$ cat config.mk
export PLATFORM = sky130hd
export DESIGN_NAME = chunk_stream_mover
export DESIGN_NICKNAME = d
export VERILOG_FILES = /design/src/rtl/chunk_stream_mover.sv
export SDC_FILE = /design/constraint.sdc
export NUM_CORES = 1
export LEC_CHECK = 0
export CORE_ASPECT_RATIO = 0.6
export CORE_MARGIN = 1.5
export CORE_UTILIZATION = 32
export CTS_CLUSTER_DIAMETER = 50
export DETAILED_ROUTE_END_ITERATION = 7
export GPL_ROUTABILITY_DRIVEN = 0
export PLACE_DENSITY = 0.74
export SLEW_MARGIN = 20
export SYNTH_ARGS = -nofsm -noshare
export SYNTH_HDL_FRONTEND = slang
export SYNTH_SLANG_ARGS = --single-unit
$ cat constraint.sdc
create_clock -name m00_axis_aclk -period 10.8 [get_ports m00_axis_aclk]
set_clock_uncertainty 0.1 [all_clocks]
set_input_delay 1.62 -clock m00_axis_aclk [delete_from_list [all_inputs] [get_ports m00_axis_aclk]]
set_output_delay 1.62 -clock m00_axis_aclk [all_outputs]
set_load 0.05 [all_outputs]
$ cat src/rtl/chunk_stream_mover.sv
// chunk_stream_mover: AXI-Stream <-> LBM BRAM chunk mover (load, hand to solver, unload).
// Optional CHUNK_CHECKSUM_EN adds a running lane-sum of every loaded beat on load_checksum.
module chunk_stream_mover #(
    parameter int ADDR_W = 12,
    parameter int DATA_W = 16,
    parameter int NDIR   = 9
) (
    input  logic                     m00_axis_aclk,
    input  logic                     m00_axis_areset,
    input  logic                     start,
    input  logic [ADDR_W:0]          cfg_chunk_len,
    input  logic                     compute_done,
    input  logic [NDIR*DATA_W-1:0]   s_axis_tdata,
    input  logic                     s_axis_tvalid,
    input  logic                     s_axis_tlast,
    output logic                     s_axis_tready,
    output logic [NDIR*DATA_W-1:0]   m_axis_tdata,
    output logic                     m_axis_tvalid,
    output logic                     m_axis_tlast,
    input  logic                     m_axis_tready,
    output logic                     chunk_transfer_ready,
    output logic                     chunk_compute_ready,
    output logic [ADDR_W-1:0]        DDR_addr,
    output logic                     cache_wen,
    output logic [NDIR*DATA_W-1:0]   cache_data_in,
    input  logic [NDIR*DATA_W-1:0]   cache_data_out,
    output logic                     busy,
    output logic                     err_tlast,
    output logic [DATA_W-1:0]        load_checksum
);
    localparam int BW = NDIR * DATA_W;
    localparam logic [ADDR_W:0] ONE = (ADDR_W + 1)'(1);
    localparam logic [ADDR_W:0] MAX_LEN = {1'b1, {ADDR_W{1'b0}}};

    typedef enum logic [1:0] {IDLE, LOAD, COMPUTE, UNLOAD} state_t;

    state_t          state_q, state_d;
    logic [ADDR_W:0] len_q, len_d, wr_cnt_q, wr_cnt_d, rd_cnt_q, rd_cnt_d;
    logic [BW-1:0]   fifo_q [2];
    logic [BW-1:0]   fifo_d [2];
    logic [1:0]      last_q, last_d, cnt_q, cnt_d;
    logic            ptr_q, ptr_d, infl_q, infl_d, infl_last_q, infl_last_d, err_q, err_d;
    logic            go, wr, last_beat, pop, issue;

    always_comb begin
        go = state_q == IDLE && start && cfg_chunk_len != '0 && cfg_chunk_len <= MAX_LEN;
        wr = state_q == LOAD && s_axis_tvalid;
        last_beat = wr_cnt_q == len_q - ONE;
        m_axis_tvalid = cnt_q != 2'd0;
        m_axis_tdata = fifo_q[ptr_q];
        m_axis_tlast = m_axis_tvalid && last_q[ptr_q];
        pop = m_axis_tvalid && m_axis_tready;
        // Skid FIFO never overflows: reads in flight are counted against the 2 slots.
        issue = state_q == UNLOAD && rd_cnt_q < len_q &&
                ({1'b0, cnt_q} + {2'b0, infl_q}) < (3'd2 + {2'b0, pop});
        s_axis_tready = state_q == LOAD;
        cache_wen = wr;
        cache_data_in = state_q == LOAD ? s_axis_tdata : '0;
        DDR_addr = state_q == LOAD ? wr_cnt_q[ADDR_W-1:0] : issue ? rd_cnt_q[ADDR_W-1:0] : '0;
        chunk_transfer_ready = state_q == LOAD || state_q == UNLOAD;
        chunk_compute_ready = state_q == COMPUTE;
        busy = state_q != IDLE;
        err_tlast = err_q;
    end

    always_comb begin
        state_d = state_q;
        len_d = len_q;
        wr_cnt_d = wr_cnt_q;
        rd_cnt_d = issue ? rd_cnt_q + ONE : rd_cnt_q;
        err_d = err_q;
        fifo_d = fifo_q;
        last_d = last_q;
        infl_d = issue;
        infl_last_d = rd_cnt_q == len_q - ONE;
        ptr_d = ptr_q ^ pop;
        cnt_d = cnt_q + {1'b0, infl_q} - {1'b0, pop};
        if (infl_q) begin
            fifo_d[ptr_q ^ cnt_q[0]] = cache_data_out;
            last_d[ptr_q ^ cnt_q[0]] = infl_last_q;
        end
        case (state_q)
            IDLE: if (go) begin
                state_d = LOAD;
                len_d = cfg_chunk_len;
                wr_cnt_d = '0;
                rd_cnt_d = '0;
                err_d = 1'b0;
            end
            LOAD: if (wr) begin
                wr_cnt_d = wr_cnt_q + ONE;
                err_d = err_q | (s_axis_tlast != last_beat);
                state_d = last_beat ? COMPUTE : LOAD;
            end
            COMPUTE: state_d = compute_done ? UNLOAD : COMPUTE;
            UNLOAD: state_d = pop && m_axis_tlast ? IDLE : UNLOAD;
            default: state_d = IDLE;
        endcase
    end

    always_ff @(posedge m00_axis_aclk or posedge m00_axis_areset) begin
        if (m00_axis_areset) begin
            state_q <= IDLE;
            len_q <= '0;
            wr_cnt_q <= '0;
            rd_cnt_q <= '0;
            err_q <= 1'b0;
            fifo_q <= '{default: '0};
            last_q <= '0;
            cnt_q <= '0;
            ptr_q <= 1'b0;
            infl_q <= 1'b0;
            infl_last_q <= 1'b0;
        end else begin
            state_q <= state_d;
            len_q <= len_d;
            wr_cnt_q <= wr_cnt_d;
            rd_cnt_q <= rd_cnt_d;
            err_q <= err_d;
            fifo_q <= fifo_d;
            last_q <= last_d;
            cnt_q <= cnt_d;
            ptr_q <= ptr_d;
            infl_q <= infl_d;
            infl_last_q <= infl_last_d;
        end
    end

`ifdef CHUNK_CHECKSUM_EN
    logic [DATA_W-1:0] sum_q, sum_d, beat_sum;

    always_comb begin
        beat_sum = '0;
        for (int k = 0; k < NDIR; k++) beat_sum = beat_sum + s_axis_tdata[k*DATA_W +: DATA_W];
        sum_d = go ? '0 : wr ? sum_q + beat_sum : sum_q;
    end

    always_ff @(posedge m00_axis_aclk or posedge m00_axis_areset) begin
        if (m00_axis_areset) sum_q <= '0;
        else sum_q <= sum_d;
    end

    assign load_checksum = sum_q;
`else
    assign load_checksum = '0;
`endif
endmodule
=== Word-level counts from Yosys, hierarchy flattened ===
Index checks and enable logic that the tools add are counted.

* $add $sub $neg: 7
* Order comparisons: 9
* Equality and inequality tests: 8
* Multiplexer cells: 29
* Bitwise operators: 5
* Reduce and logical (&&, ||, !) cells: 20

{| class="wikitable"
|+ Operators with widths
! cell !! number
|-
| $mux W144 || 5
|-
| $bwmux W288 || 1
|-
| $demux W144 S1 || 1
|-
| $mux W13 || 5
|-
| $add A13 B1 Y13 const B || 2
|-
| $eq A13 B13 Y1 || 2
|-
| $pmux W13 S2 || 1
|-
| $mux W12 || 2
|-
| $le A13 B13 Y1 const B || 1
|-
| $lt A13 B13 Y1 || 1
|-
| $reduce_bool A13 Y1 || 1
|-
| $sub A13 B1 Y13 const B || 1
|-
| $logic_and A1 B1 Y1 || 11
|-
| $mux W2 || 4
|-
| $pmux W2 S4 || 1
|-
| $mux W1 || 6
|-
| $reduce_bool A2 Y1 || 3
|-
| $eq A2 B2 Y1 const B || 2
|-
| $ge A2 B2 Y1 const B || 2
|-
| $lt A1 B2 Y1 const B || 2
|-
| $not A1 Y2 || 2
|-
| $reduce_and A2 Y1 || 2
|-
| $add A2 B1 Y3 || 1
|-
| $add A2 B1 Y3 const A || 1
|-
| 17 further kinds || 18
|}

* Register bits: 337

=== Logic depth before layout (Yosys ltp) ===
* Depth after elaboration: 8
* Depth in mapped cells: 12
* Depth with buffers taken out: 9

=== Least setup slack after synthesis ===
Ideal clock, no wire load.

* Path type: input port to output port
* Start point: input port m_axis_tready
* End point: output port DDR_addr[0]
* Data arrival time: 3284 ps
* Slack: 5796 ps
* Stages: 8
* Buffers on the path: 2
* Path through: nand2_1 -> o21ai_0 -> o2111a_1 -> and2_1 -> clkbuf_1 -> clkbuf_1 -> ha_1 -> mux2_2

* Word-level cells in the longest chain between the ends: 6

{| class="wikitable"
|+ Ends and longest elaborated chain
! element !! RTL line !! source
|-
| start: declaration || 20 || <nowiki>input logic m_axis_tready,</nowiki>
|-
| $logic_and A1 B1 Y1 || 52 || <nowiki>pop = m_axis_tvalid && m_axis_tready;</nowiki>
|-
| $add A2 B1 Y3 || 55 || <nowiki>({1'b0, cnt_q} + {2'b0, infl_q}) < (3'd2 + {2'b0, pop});</nowiki>
|-
| $lt A3 B3 Y1 || 55 ||
|-
| $logic_and A1 B1 Y1 || 54 || <nowiki>issue = state_q == UNLOAD && rd_cnt_q < len_q &&</nowiki>
|-
| via infl_d || 42 || <nowiki>logic ptr_q, ptr_d, infl_q, infl_d, infl_last_q, infl_last_d, err_q, err_d;</nowiki>
|-
| $mux W12 (2 in a row) || 59 || <nowiki>DDR_addr = state_q == LOAD ? wr_cnt_q[ADDR_W-1:0] : issue ? rd_cnt_q[ADDR_W-1:0] : '0;</nowiki>
|-
| end: declaration || 23 || <nowiki>output logic [ADDR_W-1:0] DDR_addr,</nowiki>
|}

The timed path passes the listed nets, and every way through them passes these cells.

=== Final worst setup path ===
* Start point: input port m_axis_tready
* End point: output port DDR_addr[0]

* Word-level cells in the longest chain between the ends: 6

{| class="wikitable"
|+ Ends and longest elaborated chain
! element !! RTL line
|-
| $logic_and A1 B1 Y1 || 52
|-
| $add A2 B1 Y3 || 55
|-
| $lt A3 B3 Y1 || 55
|-
| $logic_and A1 B1 Y1 || 54
|-
| $mux W12 (2 in a row) || 59
|}

No other way between the ends.

==> flow_metrics.env <==
export IMPL_drt_iter0_markers=863
export IMPL_ys_ff_latch=337
export IMPL_synth_adder_area_share=0.0155
export IMPL_rsz0062_at_grt="no"
export IMPL_synth_top_family_by_area="multiplexers"
export IMPL_wl_per_cell_um=21.4
export IMPL_power_density_mw_per_mm2=231
export IMPL_multi_input_area_mm2=0.00799
export IMPL_grt_pass1_vias=13955
export IMPL_synth_avg_cell_area_um2=12.4
export IMPL_die_w_um=300
export IMPL_worstPathMaxFanout=17
export IMPL_setup_ws_ns=4.54
export IMPL_routed_wirelength_um=57400
export IMPL_design_die_area_mm2=0.0543
export IMPL_critPathKind="primary input to primary output"
export IMPL_place_ws_ns=4.59
export IMPL_hp_class="flop to flop"
export IMPL_drive_gt1_frac=0.267
export IMPL_synth_xor_area_frac=0.0233
export IMPL_cts_buffers=38
export IMPL_slew_viol_final=0
export IMPL_crit_chain="clkdlybuf4s50_1 > nand2_1 > o21ai_0 > o2111a_1 > and2_1 > ha_1 > mux2_2 > clkdlybuf4s50_1"
export IMPL_synth_edf_count=0
export IMPL_path_buf_inv=2
export IMPL_final_nets=2268
export IMPL_irDropWorstVdd_mv=0.171
export IMPL_rows=65
export IMPL_endpoint_kind="primary output"
export IMPL_max_slew_worst_pin_slew_ns=1.10
export IMPL_synthFlopType="dfrtp_1"
export IMPL_synthToLayoutAreaGrowth_pct=47.9
export IMPL_fin_crit_ns=6.26
export IMPL_tritoncts="done"
export IMPL_cp_top_family="buffers and inverters"
export IMPL_clkSinkCount=337
export IMPL_cts_setup_buffers=0
export IMPL_grt_pass1_wl_um=86300
export IMPL_synth_area_mm2=0.0169
export IMPL_dp_hpwl_um=42300
export IMPL_synthMuxAreaShare=0.293
export IMPL_max_freq_ghz=0.160
export IMPL_arrival_ns=4.54
export IMPL_die_y_um=181
export IMPL_synth_cells=1361
export IMPL_ys_seq_area_frac=0.499
export IMPL_setup_viol=0
export IMPL_num_vias=13016
export IMPL_p_leak_uw=0.0102
export IMPL_hold_viol=0
export IMPL_ys_warn_count=0
export IMPL_clk_pin_slew_ns=0.05
export IMPL_cp_slowest_cell="clkdlybuf4s50_1"
export IMPL_grt_overflow=0
export IMPL_maxCapViolations=0
export IMPL_grt_max_degree=182
export IMPL_start_kind="primary input"
export IMPL_grt_use_total=0.206
export IMPL_status="completed"
export IMPL_setup_tns_ns=0
export IMPL_vias_per_cell=4.85
export IMPL_synth_cell_types=54
export IMPL_slew_headroom=0.268
export IMPL_crit_top_cell="clkdlybuf4s50_1"
export IMPL_first_pass_iters=7
export IMPL_fin_crit_sh=0.580
export IMPL_cts_resized=0
export IMPL_cts_htree_levels=2
export IMPL_r2r_setup_slack_ns=6.72
export IMPL_ios=632
export IMPL_nFillCells=4686
export IMPL_seq_area_mm2=0.00844
export IMPL_portBuffers=615
export IMPL_cts_root_buf="clkbuf_16"
export IMPL_synthArstFlopShare=1.00
export IMPL_worstPathRequired_ns=9.08
export IMPL_synth_compound_area_frac=0.0340
export IMPL_antenna_found_initial=16
export IMPL_cts_hold_buffers=0
export IMPL_initial_utilization=0.323
export IMPL_max_stage_delay_ns=0.80
export IMPL_ant_nets=0
export IMPL_clk_path_buf_depth=3
export IMPL_core_area_mm2=0.0524
export IMPL_worstSkewPairLatency_ns=0.54
export IMPL_synth_simple_area_share=0.102
export IMPL_drc=0
[flip-flops by register name (all words and copies together), names as in the netlist]
| name | flops |
|---|---|
| rd_cnt_q | 13 |
| wr_cnt_q | 13 |
| last_q | 2 |
| state_q | 2 |
| fifo_q | 288 |
| infl_last_q | 1 |
| ptr_q | 1 |
| cnt_q | 2 |
| infl_q | 1 |
| len_q | 13 |
| err_tlast | 1 |
[cells in the mapped netlist (10+ instances only)]
cell,number,area (um^2)
inv_1,27,101
xnor2_1,24,210
nor2_1,32,120
nor3_1,10,50.1
and2_1,148,926
and3_1,11,68.8
a21oi_1,14,70.1
nand4_1,14,87.6
mux2_2,437,4920
ha_1,21,263
xor2_1,21,184
buf_4,16,120
clkbuf_1,84,315
nand2_1,37,139
o21ai_0,28,140
a22o_1,11,96.3
dfrtp_1,337,8430
nand3_1,16,80.1
[cells in the final DEF, fill, tap and decap left out, types with 14 or more instances in the layout]
cell / count
clkdlybuf4s50_1: 615
mux2_2: 437
dfrtp_1: 336
and2_1: 148
clkbuf_16: 38
nand2_1: 36
nor2_1: 31
o21ai_0: 28
inv_1: 26
xnor2_1: 24
xor2_1: 21
ha_1: 21
nand3_1: 16
conb_1: 16
diode_2: 14
nand4_1: 14
a21oi_1: 14
[per-stage QoR]
step	instances	hold WS, ns	power, uW	utilization	cell area [um^2]
floorplan	1376	0.373	3490	-	17000
global placement	2601	0.375	4450	0.452	23700
detailed placement	2601	0.387	4470	0.452	23700
CTS	2671	0.400	5820	0.476	24900
global route	2686	0.408	6020	0.478	25000
finish	2686	0.396	5790	0.478	25000
[worst reg2reg max path, delay by kind of cell (launching register included)]
kind,cells,cell delay (ns)
flops,1,0.87
simple gates,1,0.50
mux,1,0.51
xor+xnor,1,0.29
buf+inv,2,1.69
[layer usage]
metal	up-vias	GRT usage	part of all wire
met3	96	0.0720	0.091
met5	-	0.0123	0.0016
met4	2	0.0784	0.028
li1	5911	-	-
met2	496	0.333	0.48
met1	6511	0.253	0.40
[worst paths after layout]
path | from | endpoint | depth (start not counted)
worst max-delay path | m_axis_tready | DDR_addr[0] | 8
worst min-delay path | err_tlast | err_tlast | 1
worst max register to register | ptr_q | fifo_q[102] | 5
worst min register to register | err_tlast | err_tlast | 1
max in group asynchronous | m00_axis_areset | fifo_q[127] | 5
min in group asynchronous | m00_axis_areset | fifo_q[169] | 3
[final cells by class]
type	count	share of cell area
Tap cell	703	0.0352
Clock buffer	54	0.0432
Antenna cell	14	0.00140
Clock inverter	16	0.00800
Multi-Input combinational cell	908	0.320
Inverter	27	0.00420
Sequential cell	337	0.337
Timing Repair Buffer	627	0.251
[cell families after synthesis]
kind of cell               Yosys count
buffers and inverters              131
AOI/OAI and AO/OA                   84
and+or+nand+nor                    302
xor gates and xnor gates            45
muxes                              440
other                                1
DFF                                337
adders and majority gates           21
[where the power goes]
part	leakage, uW	switching, uW	internal (uW)	total [uW]
registers	0.00399	176	1360	1540
clock network	0.000621	548	759	1310
logic	0.00560	1850	1090	2940
total	0.0102	2580	3210	5790
Power figures use the tool's default switching activity.
